===== config.mk =====
export PLATFORM = sky130hd
export DESIGN_NAME = pcm_sched
export DESIGN_NICKNAME = d
export VERILOG_FILES = /design/src/rtl/pcm_sched_pkg.sv /design/src/rtl/pcm_sched_fifo.sv /design/src/rtl/pcm_sched.sv
export SDC_FILE = /design/constraint.sdc
export NUM_CORES = 1
export LEC_CHECK = 0
export BUFFER_PORTS_ARGS = -buffer_cell sky130_fd_sc_hd__buf_4
export CORE_MARGIN = 1.5
export CORE_UTILIZATION = 55
export CTS_BUF_LIST = sky130_fd_sc_hd__clkbuf_2
export CTS_CLUSTER_SIZE = 16
export DETAILED_ROUTE_END_ITERATION = 12
export PLACE_DENSITY = 0.82
export REMOVE_ABC_BUFFERS = 1
export SETUP_SLACK_MARGIN = 0.1
export SYNTH_ARGS = -nofsm -noshare
export SYNTH_HDL_FRONTEND = slang
export SYNTH_SLANG_ARGS = --single-unit

===== constraint.sdc =====
create_clock -name pclk -period 10.73 [get_ports pclk]
set_input_delay 1.6095 -clock pclk [delete_from_list [all_inputs] [get_ports pclk]]
set_output_delay 1.6095 -clock pclk [all_outputs]
set_load 0.01 [all_outputs]

===== src/rtl/pcm_sched_pkg.sv =====
// Shared timing constants, FSM states and the stereo pair layout for the SDM sample feeder.
package pcm_sched_pkg;

    localparam int SLOT_LEN         = 16;
    localparam int SLOTS_PER_SAMPLE = 64;
    localparam int PERIOD           = SLOT_LEN * SLOTS_PER_SAMPLE;
    localparam int CNT_W            = $clog2(PERIOD);

    localparam logic [CNT_W-1:0] CNT_LAST = CNT_W'(PERIOD - 1);

    typedef enum logic [1:0] {
        IDLE,
        PRIME,
        RUN
    } state_t;

    typedef struct packed {
        logic [31:0] left;
        logic [31:0] right;
    } pair_t;

endpackage


===== src/rtl/pcm_sched_fifo.sv =====
// Synchronous FIFO of stereo pairs; pop data is the current head, valid the same cycle.
// Push is ignored when full and pop when empty; flush wins over both.
module pcm_sched_fifo #(
    parameter int DEPTH = 8,
    parameter int WIDTH = 64
) (
    input  logic                       pclk,
    input  logic                       reset_n,
    input  logic                       push,
    input  logic [WIDTH-1:0]           push_dat,
    input  logic                       pop,
    input  logic                       flush,
    output logic [WIDTH-1:0]           head_dat,
    output logic [$clog2(DEPTH+1)-1:0] fill
);

    localparam int AW = (DEPTH > 1) ? $clog2(DEPTH) : 1;
    localparam int FW = $clog2(DEPTH + 1);

    logic [WIDTH-1:0] mem [DEPTH];
    logic [AW-1:0]    wr_ptr;
    logic [AW-1:0]    rd_ptr;
    logic             push_ok;
    logic             pop_ok;

    assign push_ok  = push && (fill != FW'(DEPTH));
    assign pop_ok   = pop && (fill != '0);
    assign head_dat = mem[rd_ptr];

    always_ff @(posedge pclk) begin
        if (push_ok) begin
            mem[wr_ptr] <= push_dat;
        end
    end

    // DEPTH is a power of two, so the pointers wrap naturally.
    always_ff @(posedge pclk or negedge reset_n) begin
        if (!reset_n) begin
            wr_ptr <= '0;
            rd_ptr <= '0;
            fill   <= '0;
        end else if (flush) begin
            wr_ptr <= '0;
            rd_ptr <= '0;
            fill   <= '0;
        end else begin
            if (push_ok) wr_ptr <= wr_ptr + AW'(1);
            if (pop_ok)  rd_ptr <= rd_ptr + AW'(1);
            fill <= fill + FW'(push_ok) - FW'(pop_ok);
        end
    end

endmodule


===== src/rtl/pcm_sched.sv =====
// Primes a pair FIFO, then feeds one L/R pair per 1024-pclk period to the SDM; mutes on underrun.
// Loads land at LOAD_PHASE, between the slot-63 and slot-0 sampling instants; in_ready drops at DEPTH.
module pcm_sched
    import pcm_sched_pkg::*;
#(
    parameter int DEPTH      = 8,
    parameter int PRIME_LVL  = 4,
    parameter int LOAD_PHASE = 1016,
    parameter int UR_LIMIT   = 16
) (
    input  logic                       pclk,
    input  logic                       reset_n,
    input  logic                       enable,
    input  logic                       in_valid,
    output logic                       in_ready,
    input  logic [31:0]                in_left,
    input  logic [31:0]                in_right,
    output logic                       start,
    output logic [31:0]                pcm_l,
    output logic [31:0]                pcm_r,
    input  logic                       sdm_started,
    output logic                       running,
    output logic                       underrun,
    input  logic                       ur_clr,
    output logic [$clog2(DEPTH+1)-1:0] fill
);

    localparam int FW  = $clog2(DEPTH + 1);
    localparam int URW = $clog2(UR_LIMIT + 2);
    localparam logic [CNT_W-1:0] LOAD_CNT = CNT_W'(LOAD_PHASE);

    state_t           state_q;
    state_t           state_d;
    logic [CNT_W-1:0] cnt;
    logic [CNT_W-1:0] cnt_d;
    logic [URW-1:0]   ur_run;
    logic [URW-1:0]   ur_run_d;
    logic [URW-1:0]   ur_run_inc;
    pair_t            head;
    pair_t            pcm_d;
    logic             start_d;
    logic             in_ready_d;
    logic             underrun_d;
    logic             push;
    logic             pop;
    logic             flush;
    logic             load;
    logic             fifo_empty;
    logic             prime_done;
    logic             ur_hit;
    logic [FW-1:0]    fill_d;

    assign push       = in_valid && in_ready;
    assign fifo_empty = (fill == '0);
    assign load       = enable && (state_q == RUN) && (cnt == LOAD_CNT);
    assign prime_done = (state_q == PRIME) && (fill >= FW'(PRIME_LVL));
    assign ur_run_inc = ur_run + URW'(1);
    assign ur_hit     = (UR_LIMIT != 0) && load && fifo_empty && (ur_run_inc == URW'(UR_LIMIT));
    assign running    = (state_q == RUN) && sdm_started;

    pcm_sched_fifo #(
        .DEPTH (DEPTH),
        .WIDTH (64)
    ) u_fifo (
        .pclk     (pclk),
        .reset_n  (reset_n),
        .push     (push),
        .push_dat ({in_left, in_right}),
        .pop      (pop),
        .flush    (flush),
        .head_dat (head),
        .fill     (fill)
    );

    always_ff @(posedge pclk or negedge reset_n) begin
        if (!reset_n) state_q <= IDLE;
        else          state_q <= state_d;
    end

    always_comb begin
        state_d = state_q;
        if (!enable) begin
            state_d = IDLE;
        end else begin
            case (state_q)
                IDLE:    state_d = PRIME;
                PRIME:   if (prime_done) state_d = RUN;
                RUN:     if (ur_hit) state_d = PRIME;
                default: state_d = IDLE;
            endcase
        end
    end

    // Next values of the registered outputs, keyed on the transition being taken.
    always_comb begin
        pop      = 1'b0;
        flush    = 1'b0;
        start_d  = start;
        pcm_d    = {pcm_l, pcm_r};
        cnt_d    = CNT_LAST;
        ur_run_d = '0;
        if (state_d == IDLE) begin
            flush   = 1'b1;
            start_d = 1'b0;
            pcm_d   = '0;
        end else if (state_d == PRIME) begin
            start_d = 1'b0;
            if (state_q == RUN) pcm_d = '0;
        end else if (state_q == PRIME) begin
            // Counter held at the last phase so cnt=0 lines up with the datapath's first slot.
            pop     = 1'b1;
            start_d = 1'b1;
            pcm_d   = head;
        end else begin
            cnt_d    = cnt + CNT_W'(1);
            ur_run_d = ur_run;
            if (load) begin
                if (fifo_empty) begin
                    pcm_d    = '0;
                    ur_run_d = ur_run_inc;
                end else begin
                    pop      = 1'b1;
                    pcm_d    = head;
                    ur_run_d = '0;
                end
            end
        end

        fill_d     = flush ? '0 : fill + FW'(push) - FW'(pop);
        in_ready_d = (state_d != IDLE) && (fill_d < FW'(DEPTH));

        underrun_d = underrun;
        if (load && fifo_empty) underrun_d = 1'b1;
        else if (ur_clr)        underrun_d = 1'b0;
    end

    always_ff @(posedge pclk or negedge reset_n) begin
        if (!reset_n) begin
            cnt      <= CNT_LAST;
            ur_run   <= '0;
            start    <= 1'b0;
            pcm_l    <= '0;
            pcm_r    <= '0;
            in_ready <= 1'b0;
            underrun <= 1'b0;
        end else begin
            cnt      <= cnt_d;
            ur_run   <= ur_run_d;
            start    <= start_d;
            pcm_l    <= pcm_d.left;
            pcm_r    <= pcm_d.right;
            in_ready <= in_ready_d;
            underrun <= underrun_d;
        end
    end

endmodule


==> results.ini, run 1 <==
[run_status]
outcome = complete, no violations

[power]
p_int_uw = 3510
power_frac_comb_pct = 11.0
powerDensity_nw_per_um2 = 176
finalPower_uw = 4760
leakagePower_uw = 0.00943
p_seq_share_pct = 57.1
p_switching_uw = 1250
swShare_pct = 26.2
clkPwrFrac_pct = 31.9
vdd_drop_max_mv = 0.117

[cells_and_area]
final_net_count = 1423
multiInputGateArea_sq_um = 5850
area_growth_pct = 12.1
regArea_sq_um = 17800
drive_above_1_share_pct = 37.6
nFillCells = 2972
fin_area_sq_um = 27000

[critical_path]
critPathRequiredTime_ns = 11.41
worstSetupStartpointType = register
crit_arrival_ns = 4.73
r2r_slack_ns = 6.68
critPathKind = reg -> reg
critPathMaxFanout = 51
worst_path_max_delay_cell = nor3_2
crit_chain = inv_1 -> ha_1 -> a21oi_1 -> nand2b_1 -> nor3_2 -> buf_4
end_kind = register
cpPeakStageDelay_ns = 1.09

[synth]
yosys-top-cells-count = edfxtp_1, dfrtp_1, mux4_1, mux2i_1, o2bb2ai_2
async_flop_share_pct = 15.5
synth_warnings = 0
syn_avg_cell_area_sq_um = 22.1
synth_ff_type = edfxtp_1
yosysTopAreaCellShare_pct = 63.9
synth_area_leaders = edfxtp_1, dfrtp_1, mux4_1
ys_types = 57
synth-edff-count = 512
synth_seq_area_share_pct = 73.7
synth_most_common_cell = edfxtp_1
synth_top_area_cell = edfxtp_1
synthCells = 1087
netlist_area_sq_um = 24100
synth_seq_cells = 606

[clock_network]
clock-sinks = 606
cts_tree = yes
post-cts-setup-buffer-count = 0
cts_buffer_depth = 3
postCtsResizedCells = 0
clock_tree.root_cell = clkbuf_2
clk_pin_slew_ns = 0.11
numCtsBuffers = 146
clkLatencyLatePin_ns = 1.15
holdBufCountCts = 0
htreeDepth = 4

[placed_design]
io_buffers = 141
placed_area_sq_um = 25600
dpl_worst_slack_ns = 5.65
gp_congestion = 0.794
dp_hpwl_mm = 25.3

[floorplanning]
dieArea_sq_um = 45000
start_util_pct = 55.8
die_y_um = 212
rows = 76
die_x_um = 212
fp.coreArea_sq_um = 43100
ioPinCount = 142

[route]
vias = 11700
drc = 0
drt_iter0_markers = 899
drt-total-wl_mm = 47.1
via_per_inst = 5.73
post_drt_wl_per_cell_um = 23.1
ant_nets = 0
dr.pass1.iters = 5

[worst_hold_path]
min_path_type = in -> async

[timing]
fmax_ghz = 0.247
maxSlewHeadroom_pct = 10.1
min_period_over_period_pct = 37.8
final_hold_viol_count = 0
setup_tns_ns = 0
finalClockSkew_ns = 0.109
setup_viol = 0
finalMaxSlewViolations = 0
fin_ws_ns = 6.68
worst_pin_slew_ns = 1.34
fin_crit_ns = 4.05
rsz0062_at_grt = no

[global_routing]
grt_pass1_vias = 12300
track_usage_pct = 21.6
grt_pass1_wl_mm = 71.1
grt-ovfl-total = 0
antenna_found_initial = 3
grt_max_degree = 70

[flow_run]
drv_cap = 0

==> final cells by class <==
type	count	share of cell area [%]
Multi-Input combinational cell	410	21.7
Sequential cell	606	65.8
Inverter	16	0.223
Clock inverter	44	1.04
Tap cell	585	2.71
Antenna cell	2	0.0186
Timing Repair Buffer	157	4.40
Clock buffer	222	4.12
==> kinds of logic (layout without fill, tap and decap cells) <==
kind of cell	count (synthesis)	after routing	share of synthesized area, %
flip-flops	606	606	73.7
multiplexers	197	197	15.9
AO/OA/AOI/OAI	100	100	4.93
AND/OR/NAND/NOR	86	86	1.89
buffers and inverters	71	439	2.24
adder cells (fa/ha/maj)	16	16	0.863
XOR/XNOR	11	11	0.400
other	0	2	0
==> registers in the layout, summed over array words and instances (netlist names) <==
| signal | count |
|---|---|
| u_fifo.mem | 512 |
| pcm_l | 32 |
| pcm_r | 32 |
| cnt | 10 |
| ur_run | 5 |
| u_fifo.fill | 4 |
| u_fifo.rd_ptr | 3 |
| u_fifo.wr_ptr | 3 |
| state_q | 2 |
| in_ready | 1 |
| start | 1 |
| underrun | 1 |
==> power groups by stage <==
| stage | Sequential, uW | Combinational, uW | Clock, uW |
|---|---|---|---|
| final | 2720 | 522 | 1520 |
| after global placement | 2760 | 511 | 0 |
| after CTS | 2720 | 527 | 1570 |
| after global routing | 2730 | 564 | 1680 |
| after floorplan | 2790 | 300 | 0 |
| after detailed placement | 2770 | 525 | 0 |
==> metal layers <==
layer / global-route usage, % / share of wire, %
met1: 28.9 / 42
met2: 34.5 / 50
met3: 5.36 / 6.1
met4: 8.10 / 1.7
met5: 0 / 0.017
==> cells in the final DEF (no fill, tap or decap), drive strengths merged, types with 6 or more instances in the layout <==
master	n
nor2	21
a21oi	12
nand2b	6
ha	15
mux4	128
edfxtp	512
o21ai	7
mux2i	69
dfrtp	84
nand2	25
dfstp	10
clkinv	33
buf	157
o2bb2ai	63
clkbuf	222
inv	19
xnor2	6
==> critical path, delay by kind of cell, from the launching register on <==
family / cells / cell delay (ns)
buffers and inverters: 2 / 0.96
AO/OA/AOI/OAI: 1 / 0.52
adder cells (fa/ha/maj): 1 / 0.22
AND/OR/NAND/NOR: 2 / 1.48
flip-flops: 1 / 0.36
==> per-stage QoR <==
stage	hold WS (ns)	instances	utilization [%]
6_report	0.373	2042	62.6
5_1_grt	0.272	2041	62.6
4_1_cts	0.274	2039	62.6
3_5_place_dp	0.458	1773	59.3
3_3_place_gp	0.452	1773	59.3
2_1_floorplan	0.443	1032	-
==> final timing paths <==
path,startpoint,end,cells after the start
max,u_fifo.fill[2],u_fifo.mem[0][48],6
min,reset_n,pcm_l[12],1
max reg2reg,u_fifo.fill[2],u_fifo.mem[0][48],6
min reg2reg,cnt[0],cnt[0],1
max in group asynchronous,reset_n,u_fifo.rd_ptr[1],2
min in group pclk,cnt[0],cnt[0],1
No activity file was read; power rests on OpenSTA's default activity.
==> run 2: changes to the inputs <==
PLACE_DENSITY = 0.85   (was 0.82)
clock period = 3.59 ns   (was 10.73 ns; I/O delays follow)
==> run 2 against run 1 <==
Against the previous run: utilization rose by 4.0 points; count of clock-buffer cells in the layout fell by 13; routed wire length rose by 8.9%; sequential share of layout area fell by 4.0 points; highest routed layer is now met4; largest cell class unchanged; non-clock buffer count rose by 160; power rose to 3.1 times the previous value; setup slack got worse by 6.3 ns.
==> results.ini, run 2 (same netlist as run 1, synthesis figures left out) <==
[cells_and_area]
drive_above_1_share_pct = 34.3  ; -3.2 points
layout_common_cells = edfxtp_1, clkbuf_2, buf_4
fin_area_sq_um = 28700  ; +6.5%
largest_register = u_fifo.mem
final_common_cell = edfxtp_1
reg.largest.list = u_fifo.mem: 512 flops, pcm_l: 32 flops, pcm_r: 32 flops
area_growth_pct = 19.4
largest_reg_flops = 512  ; unchanged
final_cells = 2204  ; +7.9%
final_net_count = 1582  ; +11%

[critical_path]
path_delay_family = buffers and inverters
rr_worst_depth = 8  ; +2
crit_chain = ha_1 -> and3_1 -> mux2i_1 -> a31oi_1 -> o21ai_4 -> buf_4 -> buf_4 -> o2bb2ai_1
end_kind = register
cpMostUsedCell = buf_4
critPathMaxFanout = 33  ; -35%
critPathKind = reg -> reg
worst_path_max_delay_cell = buf_4
crit_arrival_ns = 4.33  ; -0.40 ns
critPathRequiredTime_ns = 4.70  ; -6.71 ns
path_buf_inv = 2  ; unchanged
worstSetupStartpointType = register
cpPeakStageDelay_ns = 0.65  ; -0.44 ns
cp_num_cells = 8  ; +2

[power]
powerDensity_nw_per_um2 = 508  ; +190%
finalPower_uw = 14600  ; +210%
leakagePower_uw = 0.0102  ; +7.8%
vdd_drop_max_mv = 0.357  ; +200%

[timing]
fmax_ghz = 0.310  ; +26%
final_hold_viol_count = 0  ; unchanged
finalMaxSlewViolations = 0  ; unchanged
fin_ws_ns = 0.363  ; -6.31 ns
setup_viol = 0  ; unchanged
fin_crit_ns = 3.23  ; -0.827 ns
finalClockSkew_ns = 0.0772  ; -0.0320 ns
min_period_over_period_pct = 89.9  ; +52 points
maxSlewHeadroom_pct = 43.0  ; +33 points
rsz0062_at_grt = no
worst_pin_slew_ns = 0.855  ; -0.485 ns

[placed_design]
io_buffers = 141  ; unchanged
dp_hpwl_mm = 27.4  ; +8.0%
gp_congestion = 0.813  ; +2.4%
placed_area_sq_um = 25800  ; +1.1%
dpl_worst_slack_ns = 0.444  ; -5.21 ns
dp_cells = 1792  ; +1.1%

[route]
post_drt_wl_per_cell_um = 23.3  ; +0.92%
ant_nets = 0  ; unchanged
drc = 0  ; unchanged
drt-total-wl_mm = 51.3  ; +8.9%
via_per_inst = 5.71  ; -0.31%
vias = 12600  ; +7.6%
dr.pass1.iters = 5  ; unchanged
drt_iter0_markers = 1053  ; +17%

[global_routing]
grt_max_degree = 86  ; +23%
grt_pass1_wl_mm = 77.5  ; +8.9%
grt_pass1_vias = 13300  ; +8.3%
track_usage_pct = 23.8  ; +2.2 points
grt-ovfl-total = 0  ; unchanged
antenna_found_initial = 4  ; +1

[clock_network]
clkLatencyLatePin_ns = 1.29  ; +0.14 ns
cts_tree = yes
htreeDepth = 4  ; unchanged
clock-sinks = 606  ; unchanged
clk_pin_slew_ns = 0.12  ; about the same
post-cts-setup-buffer-count = 0  ; unchanged
clock_tree.root_cell = clkbuf_2
cts_buffer_depth = 3  ; unchanged
postCtsResizedCells = 0  ; unchanged
numCtsBuffers = 145  ; -0.68%

[floorplanning]
fp.coreArea_sq_um = 43100  ; unchanged
die_y_um = 212  ; unchanged
dieArea_sq_um = 45000  ; unchanged
die_x_um = 212  ; unchanged
rows = 76  ; unchanged
ioPinCount = 142  ; unchanged
start_util_pct = 55.8  ; unchanged

[worst_hold_path]
min_path_type = in -> reg
whs_path_depth = 2

[flow_run]
drv_cap = 0  ; unchanged

[run_status]
outcome = complete, no violations

run 2: changes by cell type in the layout (fill, tap and decap cells not counted):
cell           previous run  this run
dlygate4sd3_1             0       141
clkbuf_2                222       209
buf_12                    0        11
clkinv_1                 25        35
buf_4                   156       164
clkinvlp_4                5         1
diode_2                   2         6
inv_2                     3         7
bufinv_16                 3         6
clkinv_4                  2         0
buf_16                    0         1
buf_8                     1         0
run 2: area by class of cell:
class / count / area, sq um
sequential: 606 / 17800
fill: 2735 / 14400
multi-input combinational: 410 / 5850
timing repair buffer: 317 / 2890
clock buffer: 209 / 1050
tap: 585 / 732
clock inverter: 55 / 375
inverter: 16 / 60.1
antenna: 6 / 15.0
run 2: where the power goes:
part | leakage (uW) | switching, uW | internal [uW] | total [uW]
Combinational | 0.00322 | 936 | 803 | 1740
Sequential | 0.00588 | 179 | 7960 | 8140
Clock | 0.00106 | 2710 | 2010 | 4720
run 2: routing by layer:
| layer | up-vias | wire length (um) | track usage (%) |
|---|---|---|---|
| met5 | - | 0 | 0 |
| met4 | 0 | 1290 | 8.89 |
| met3 | 100 | 3660 | 6.63 |
| met2 | 528 | 25900 | 39.1 |
| met1 | 6473 | 20400 | 30.5 |
| li1 | 5484 | - | - |
run 2: worst register-to-register path: cells and delay by family, from the launching register on:
family | cells | cell delay (ns)
fa+ha+maj | 1 | 0.26
simple gates | 1 | 0.24
mux | 1 | 0.28
flops | 1 | 0.48
compound gates | 3 | 0.57
buf+inv | 2 | 1.24
run 2: final timing paths:
check | from | end | slack [ns]
max | ur_run[0] | pcm_r[28] | 0.36
min | in_right[15] | u_fifo.mem[2][15] | 0.19
max reg2reg | ur_run[0] | pcm_r[28] | 0.36
min reg2reg | cnt[0] | cnt[0] | 0.48
max in group asynchronous | reset_n | pcm_l[22] | 2.61
min in group asynchronous | reset_n | cnt[2] | 0.47
run 2: through the flow:
step	hold WS, ns	TNS [ns]	utilization, %
detailed placement	0.462	0	60.0
finish	0.187	0	66.7
global placement	0.455	0	60.0
global route	0.0570	0	66.7
floorplan	0.243	-727.43	-
CTS	0.00630	0	66.6
run 2: timing repair:
item / CTS / global route
endpoints found under the hold margin: 700 / 0
setup endpoints to repair: 0 / 0
hold buffers: 142 / 0
